$ cat config.mk
export PLATFORM = sky130hd
export DESIGN_NAME = latch_en_gen
export DESIGN_NICKNAME = d
export VERILOG_FILES = /design/src/rtl/latch_en_gen.sv
export SDC_FILE = /design/constraint.sdc
export NUM_CORES = 1
export LEC_CHECK = 0
export CAP_MARGIN = 15
export CELL_PAD_IN_SITES_DETAIL_PLACEMENT = 2
export CELL_PAD_IN_SITES_GLOBAL_PLACEMENT = 2
export CORE_UTILIZATION = 41
export CTS_CLUSTER_DIAMETER = 30
export DETAILED_ROUTE_END_ITERATION = 7
export DONT_BUFFER_PORTS = 1
export GPL_TIMING_DRIVEN = 1
export PLACE_DENSITY = 0.88
export SETUP_SLACK_MARGIN = 0.02
export SLEW_MARGIN = 30
export SYNTH_ARGS = -nofsm -noshare
export SYNTH_HDL_FRONTEND = slang
export SYNTH_SLANG_ARGS = --single-unit
$ cat constraint.sdc
create_clock -name clk -period 2 [get_ports clk]
set_input_delay 0.3 -clock clk [delete_from_list [all_inputs] [get_ports clk]]
set_output_delay 0.3 -clock clk [all_outputs]
set_load 0.1 [all_outputs]
$ cat src/rtl/latch_en_gen.sv
// latch_en_gen: synchronise and debounce a raw input, then drive a latch with
// a stable data bit and a fixed-length enable window per committed change.
module latch_en_gen #(
   parameter int DB_CYCLES = 4,
   parameter int EN_CYCLES = 2
) (
   input  logic clk,
   input  logic rst_n,
   input  logic din,
   output logic d,
   output logic en,
   output logic busy
);
   localparam int MX = (DB_CYCLES > EN_CYCLES) ? DB_CYCLES : EN_CYCLES;
   localparam int W = $clog2(MX) + 1;
   typedef enum logic [1:0] {IDLE, DEBOUNCE, ENABLE} state_t;
   state_t state, state_n;
   logic s1, din_s, stable, stable_n, d_n, en_n;
   logic [W-1:0] cnt, cnt_n, ecnt, ecnt_n;
   always_ff @(posedge clk or negedge rst_n) begin
      if (!rst_n) begin
         s1     <= 1'b0;
         din_s  <= 1'b0;
         state  <= IDLE;
         cnt    <= '0;
         ecnt   <= '0;
         stable <= 1'b0;
         d      <= 1'b0;
         en     <= 1'b0;
         busy   <= 1'b0;
      end else begin
         s1     <= din;
         din_s  <= s1;
         state  <= state_n;
         cnt    <= cnt_n;
         ecnt   <= ecnt_n;
         stable <= stable_n;
         d      <= d_n;
         en     <= en_n;
         busy   <= (state_n != IDLE);
      end
   end
   // d and stable move together, and only on the commit edge
   always_comb begin
      state_n  = state;
      cnt_n    = cnt;
      ecnt_n   = ecnt;
      stable_n = stable;
      d_n      = d;
      en_n     = en;
      case (state)
         IDLE: begin
            if (din_s != stable) begin
               state_n = DEBOUNCE;
               cnt_n   = W'(1);
            end
         end
         DEBOUNCE: begin
            if (din_s == stable) begin
               state_n = IDLE;
               cnt_n   = '0;
            end else if (cnt == W'(DB_CYCLES)) begin
               stable_n = din_s;
               d_n      = din_s;
               en_n     = 1'b1;
               ecnt_n   = W'(1);
               cnt_n    = '0;
               state_n  = ENABLE;
            end else begin
               cnt_n = cnt + 1'b1;
            end
         end
         ENABLE: begin
            if (ecnt == W'(EN_CYCLES)) begin
               en_n    = 1'b0;
               state_n = IDLE;
            end else begin
               ecnt_n = ecnt + 1'b1;
            end
         end
         default: state_n = IDLE;
      endcase
   end
endmodule

==> flow_summary.json, run 1 <==
{
  "postSynthAreaPerCell_um2": 11.38,
  "numClockSinks": 13,
  "worst_hold_path.num_cells": 0,
  "synth_seq_cells": 13,
  "critical_path.reg2reg.startpoint": "cnt[0]",
  "synth_cell_types": 20,
  "start_util": 0.4551,
  "htree_num_levels": 1,
  "io-pin-count": 6,
  "die_width_um": 40.71,
  "rsz0062_at_grt": "false",
  "core_um2": 1350,
  "routed.top_layer": "met4",
  "drt.antenna.violating_nets": 0,
  "yosys.area.top_type_share": 0.5295,
  "critical_path.cell_chain": "inv_1 -> ha_1 -> and3_1 -> nand3b_4 -> mux2_4",
  "wl_met3_um": 53,
  "syn-instance-count": 54,
  "worst_ep_required_time_ns": 2.17,
  "timing.critical_path.slowest_stage_cell": "sky130_fd_sc_hd__dfrtp_1",
  "maxCapViolations": 0,
  "critical_path.endpoint_type": "flop",
  "area.sequential_um2": 325.3,
  "routedWlPerCell_um": 18.09,
  "clock_tree.root_cell": "sky130_fd_sc_hd__clkbuf_4",
  "m1WireLength_um": 612,
  "vdd.ir_drop.worst_mv": 1.116,
  "worst_setup_hold_path_clk_slew_ns": 0.08,
  "critPathArrivalTime_ns": 1.66,
  "die-height_um": 40.71,
  "cts_tree": "built",
  "antenna_diode_count": 0,
  "period_needed_ns": 1.489,
  "hold_viol": 0,
  "fmax_ghz": 0.6717,
  "numPortBuffers": 0,
  "netlist_top_cells_count": "sky130_fd_sc_hd__dfrtp_1 (13), sky130_fd_sc_hd__nand2_1 (6), sky130_fd_sc_hd__ha_1 (4), sky130_fd_sc_hd__inv_1 (4)",
  "finalSetupViolations": 0,
  "wirelength_um": 1393,
  "grt.total_usage": 0.2249,
  "timing.reg2reg.worst_path_depth": 5,
  "globalRoute.totalOverflow": 0,
  "multi_input_comb_area_um2": 274.0,
  "crit_path_start": "cnt[0]",
  "worst_pin_slew_ns": 0.5795,
  "static-leakage-power_uw": 0.0003615,
  "timing.critical_path.from_type": "flop",
  "report.final.slew_viol_count": 0,
  "finalCritPeriodShare": 0.7443,
  "gp_congestion": 0.7056,
  "cts-buffers-inserted": 3,
  "finalNetCount": 70,
  "finalClockSkew_ns": 0.002133,
  "syn_to_final_growth_pct": 12.83,
  "number_of_antenna_violations_at_the_first_check_in_global_routing": 0,
  "worst_path_largest_cell_delay_ns": 0.42,
  "rows": 13,
  "critPathKind": "reg2reg",
  "run_status": "complete, no violations",
  "fin_util": 0.5134,
  "ys_top_cells_by_area": "sky130_fd_sc_hd__dfrtp_1 (53%), sky130_fd_sc_hd__ha_1 (8.1%), sky130_fd_sc_hd__nand2_1 (3.7%)",
  "syn-cell-area_um2": 614.3,
  "drcViolationCount": 0,
  "yosys_most_used_dff": "sky130_fd_sc_hd__dfrtp_1",
  "synthDominantAreaCellType": "sky130_fd_sc_hd__dfrtp_1",
  "power.density_cell_area_nw_per_um2": 1454,
  "drt_iter0_drcs": 1,
  "layout-drive-gt1-share": 0.1935,
  "synth_warnings": 0,
  "cts.repair.resized": 0,
  "min_hold_slack_ns": 0.03795,
  "fill_cells": 143,
  "first_global_vias": 469,
  "place_hpwl_um": 1043,
  "max-clock-path-buffers": 2,
  "grt_max_degree": 14,
  "firstDrtPassIters": 2,
  "detailroute.wirelength.met2_um": 723,
  "synth_async_sr_flop_share": 1.000,
  "dieArea_um2": 1657,
  "synth_enable_flop_cells": 0,
  "synth_sequential_area_ratio": 0.5295,
  "hp-class": "in2reg",
  "worst_skew_pair_later_pin_latency_ns": 0.28,
  "global_route_wire_length_before_repair_um": 2214,
  "critical_path.max_fanout": 6,
  "hp-start": "din",
  "vias": 414,
  "setup-tns-final_ns": 0,
  "worst_slew_margin_rel": 0.6124,
  "synth_nets": 61,
  "viasPerCell": 5.377,
  "yosys.cell_count.top_type": "sky130_fd_sc_hd__dfrtp_1"
}
==> path summary, 6_finish.rpt <==
path                                 end  slack, ns
worst min-delay path                  s1       0.04
min in group asynchronous          din_s       0.45
worst max register to register    stable       0.51
worst min register to register     din_s       0.36
worst max-delay path              stable       0.51
max in group asynchronous       state[0]       1.17
==> cells by family (layout without fill, tap and decap cells) <==
| kind of cell | Yosys count | count (layout) | synth area share |
|---|---|---|---|
| adders and majority gates | 4 | 4 | 0.08147 |
| buffers and inverters | 4 | 12 | 0.02443 |
| xor gates and xnor gates | 1 | 1 | 0.02648 |
| muxes | 1 | 1 | 0.02443 |
| DFF | 13 | 13 | 0.5295 |
| and+or+nand+nor | 20 | 20 | 0.1915 |
| AOI/OAI and AO/OA | 11 | 11 | 0.1222 |
==> flip-flops by register name, summed over array words and instances, names as in the netlist <==
name,flops
ecnt,3
stable,1
en,1
busy,1
state,2
cnt,3
s1,1
din_s,1
==> worst max-delay path, delay by kind of cell (launching register included) <==
family | cells | cell delay (ns)
muxes | 1 | 0.31
and+or+nand+nor | 2 | 0.39
buffers and inverters | 1 | 0.08
DFF | 1 | 0.42
adders and majority gates | 1 | 0.17
==> routing by layer <==
layer	track usage	vias to the layer above
met4	0.07500	0
li1	-	199
met2	0.3889	7
met5	0	-
met1	0.2439	206
met3	0.09783	2
==> what timing repair did <==
| item | CTS | global route |
|---|---|---|
| hold endpoints to repair | 13 | 0 |
| setup buffers | 0 | 0 |
| hold buffers | 1 | 0 |
| setup endpoints to repair | 0 | 0 |
==> metrics by stage <==
| step | setup WS [ns] | cell area, µm² | cells | power [µW] |
|---|---|---|---|---|
| 2_1_floorplan | 0.1947 | 614.3 | 54 | 725.0 |
| 3_3_place_gp | 0.5883 | 655.6 | 72 | 817.0 |
| 3_5_place_dp | 0.5187 | 655.6 | 72 | 838.9 |
| 4_1_cts | 0.4981 | 693.2 | 77 | 1020 |
| 5_1_grt | 0.4363 | 693.2 | 77 | 1070 |
| 6_report | 0.5113 | 693.2 | 77 | 1008 |
==> layout make-up <==
| class | instances | share of cell area |
|---|---|---|
| Clock inverter | 1 | 0.007220 |
| Tap cell | 15 | 0.02708 |
| Timing Repair Buffer | 4 | 0.04693 |
| Inverter | 4 | 0.02166 |
| Multi-Input combinational cell | 37 | 0.3953 |
| Sequential cell | 13 | 0.4693 |
| Clock buffer | 3 | 0.03249 |
==> where the power goes <==
part,switching [µW],internal (µW)
Clock,90.7,74.3
Sequential,68.9,331
Combinational,322,121
==> layout by cell type (no fill, tap or decap) <==
cell	Yosys	final
sky130_fd_sc_hd__a21oi_1	3	3
sky130_fd_sc_hd__a31o_2	2	2
sky130_fd_sc_hd__and3_1	1	1
sky130_fd_sc_hd__buf_4	0	3
sky130_fd_sc_hd__clkbuf_4	0	3
sky130_fd_sc_hd__clkinv_2	0	1
sky130_fd_sc_hd__dfrtp_1	13	13
sky130_fd_sc_hd__dlygate4sd3_1	0	1
sky130_fd_sc_hd__ha_1	4	4
sky130_fd_sc_hd__inv_1	4	4
sky130_fd_sc_hd__mux2_4	1	1
sky130_fd_sc_hd__nand2_1	6	6
sky130_fd_sc_hd__nand2b_1	3	3
sky130_fd_sc_hd__nand3b_1	1	1
sky130_fd_sc_hd__nand3b_4	1	1
sky130_fd_sc_hd__nor2_1	2	2
sky130_fd_sc_hd__nor2b_1	2	2
sky130_fd_sc_hd__nor3_1	3	3
sky130_fd_sc_hd__nor3b_1	1	1
sky130_fd_sc_hd__o21ai_0	2	2
sky130_fd_sc_hd__o21bai_1	1	1
sky130_fd_sc_hd__o2bb2ai_1	2	2
sky130_fd_sc_hd__o31ai_1	1	1
sky130_fd_sc_hd__xor2_2	1	1
Power figures use the tool's default switching activity.
==> run 2, diff against run 1 <==
--- a/config.mk
+++ b/config.mk
@@ -8,12 +8,12 @@
 export CAP_MARGIN = 15
 export CELL_PAD_IN_SITES_DETAIL_PLACEMENT = 2
 export CELL_PAD_IN_SITES_GLOBAL_PLACEMENT = 2
-export CORE_UTILIZATION = 41
+export CORE_UTILIZATION = 38
 export CTS_CLUSTER_DIAMETER = 30
 export DETAILED_ROUTE_END_ITERATION = 7
 export DONT_BUFFER_PORTS = 1
 export GPL_TIMING_DRIVEN = 1
-export PLACE_DENSITY = 0.88
+export PLACE_DENSITY = 0.83
 export SETUP_SLACK_MARGIN = 0.02
 export SLEW_MARGIN = 30
 export SYNTH_ARGS = -nofsm -noshare
==> constraint.sdc (replaced) <==
create_clock -name clk -period 1.45 [get_ports clk]
set_input_delay 0.2175 -clock clk [delete_from_list [all_inputs] [get_ports clk]]
set_output_delay 0.2175 -clock clk [all_outputs]
set_load 0.1 [all_outputs]
==> run 2 against run 1 <==
Against the previous run:
- first-iteration DRC count rose to 5.0 times the previous value
- sequential share of layout area down 3.9 points
- clock-buffer cell count is the same
- hold slack better by 0.32 ns
- clock skew grew 0.0078 ns
- largest power group unchanged
==> flow_summary.json, run 2 (synthesis results as in run 1) <==
{
  "run_status": "complete, no violations",
  "worst_setup_hold_path_clk_slew_ns": 0.08,
  "die_width_um": 42.21,
  "worst_pin_slew_ns": 0.5907,
  "critPathKind": "reg2reg",
  "finalNetCount": 76,
  "swShare": 0.4563,
  "worst_ep_required_time_ns": 1.61,
  "vias": 444,
  "viasPerCell": 5.286,
  "start_util": 0.4078,
  "drt_iter0_drcs": 5,
  "place_hpwl_um": 1036,
  "numPortBuffers": 0,
  "fmax_ghz": 0.7073,
  "cts_tree": "built",
  "most_frequent_cells_in_the_layout": "sky130_fd_sc_hd__dfrtp_1 (12), sky130_fd_sc_hd__buf_4 (8), sky130_fd_sc_hd__nand2_1 (6), sky130_fd_sc_hd__inv_1 (4)",
  "numClockSinks": 13,
  "worst_skew_pair_later_pin_latency_ns": 0.28,
  "top_regs": "cnt x3, ecnt x3, state x2",
  "rsz0062_at_grt": "true",
  "finalCritPeriodShare": 0.9750,
  "number_of_antenna_violations_at_the_first_check_in_global_routing": 0,
  "power_uw": 1459,
  "worst_hold_path.num_cells": 0,
  "layout-drive-gt1-share": 0.2941,
  "timing.critical_path.from_type": "flop",
  "clock_tree.root_cell": "sky130_fd_sc_hd__clkbuf_4",
  "period_needed_ns": 1.414,
  "gp_congestion": 0.7269,
  "htree_num_levels": 1,
  "critical_path.endpoint_type": "flop",
  "layoutNonFillerInstCount": 84,
  "grt-busiest-layer": "met2",
  "finalSetupViolations": 0,
  "timing.reg2reg.worst_path_depth": 5,
  "hp-class": "reg2reg",
  "globalRoute.totalOverflow": 0,
  "maxCapViolations": 0,
  "grt.total_usage": 0.1823,
  "pwr-share-seq": 0.375,
  "drt.antenna.violating_nets": 0,
  "post-place-ws_ns": 0.005024,
  "report.final.slew_viol_count": 0,
  "min_hold_slack_ns": 0.3581,
  "antenna_diode_count": 0,
  "io-pin-count": 6,
  "vdd.ir_drop.worst_mv": 0.9736,
  "fin_ws_ns": 0.03623,
  "grt.met3_usage": 0.07759,
  "critPathArrivalTime_ns": 1.57,
  "power_share_of_the_combinational_group": 0.478,
  "firstDrtPassIters": 4,
  "critical_path.max_fanout": 6,
  "layout_commonest_cell": "sky130_fd_sc_hd__dfrtp_1",
  "static-leakage-power_uw": 0.0003872,
  "numPlacedInstances": 74,
  "rows": 14,
  "dieArea_um2": 1781,
  "wirelength_um": 1483,
  "first_global_vias": 499,
  "total_switching_power_uw": 665.6,
  "global_route_wire_length_before_repair_um": 2346,
  "worst_slew_margin_rel": 0.6049,
  "die-height_um": 42.21,
  "grt_max_degree": 14,
  "syn_to_final_growth_pct": 24.44,
  "globalRouteMet1Util": 0.2327,
  "power.internal_uw": 793.0,
  "max-clock-path-buffers": 2,
  "power.density_cell_area_nw_per_um2": 1908,
  "cts-buffers-inserted": 3,
  "clockPowerShare": 0.148,
  "drcViolationCount": 0,
  "finalClockSkew_ns": 0.009926,
  "globalRouteMet2Util": 0.3077,
  "core_um2": 1506,
  "hold_viol": 0,
  "routedWlPerCell_um": 17.65
}
run 2: cell types whose count changed in the layout (fill, tap and decap cells not counted), sizes merged:
cell         delta
buf             +5
dlygate4sd3     +1
run 2: path summary, 6_finish.rpt:
| check | start | endpoint | slack [ns] |
|---|---|---|---|
| worst max-delay path | cnt[0] | stable | 0.04 |
| worst min-delay path | s1 | din_s | 0.36 |
| worst max register to register | cnt[0] | stable | 0.04 |
| worst min register to register | s1 | din_s | 0.36 |
| max in group asynchronous | rst_n | stable | 0.62 |
| min in group asynchronous | rst_n | cnt[0] | 0.38 |
run 2: what timing repair did:
item / in CTS / in global routing
hold endpoints to repair: 14 / 0
gates resized for setup: 2 / 1
endpoints found under the setup margin: 1 / 2
hold buffers: 2 / 0
buffers inserted: 0 / 4
pin swaps: 0 / 1
run 2: layout make-up:
class,instances,area (µm²)
Sequential cell,13,329.1
Multi-Input combinational cell,37,292.8
Clock buffer,3,22.52
Tap cell,16,20.02
Timing Repair Buffer,10,80.08
Inverter,4,15.01
Fill cell,159,742.0
Clock inverter,1,5.005
run 2: stage by stage:
step	instance area (µm²)	util	setup TNS (ns)
2_1_floorplan	629.4	-	0
3_3_place_gp	679.4	0.4510	0
3_5_place_dp	679.4	0.4510	0
4_1_cts	732.0	0.4859	0
5_1_grt	764.5	0.5075	-0.06748
6_report	764.5	0.5075	0
run 2: metal layers:
| layer | wire (µm) | part of all wire | up-vias |
|---|---|---|---|
| met5 | 0 | 0 | - |
| met4 | 0 | 0 | 0 |
| met3 | 54 | 0.036 | 0 |
| met2 | 751 | 0.51 | 6 |
| met1 | 677 | 0.46 | 222 |
| li1 | - | - | 216 |
run 2: critical path: stages, from the launching register on:
cell,delay (ns)
sky130_fd_sc_hd__dfrtp_1,0.41
sky130_fd_sc_hd__inv_1,0.07
sky130_fd_sc_hd__ha_2,0.17
sky130_fd_sc_hd__and3_4,0.20
sky130_fd_sc_hd__nand3b_4,0.12
sky130_fd_sc_hd__mux2_4,0.31
run 2: power by group through the flow:
stage	clock network (µW)	logic, µW	registers (µW)
2_1_floorplan	0	225	800
3_3_place_gp	0	622	545
3_5_place_dp	0	639	554
4_1_cts	229	660	549
5_1_grt	241	754	560
6_report	215	697	546
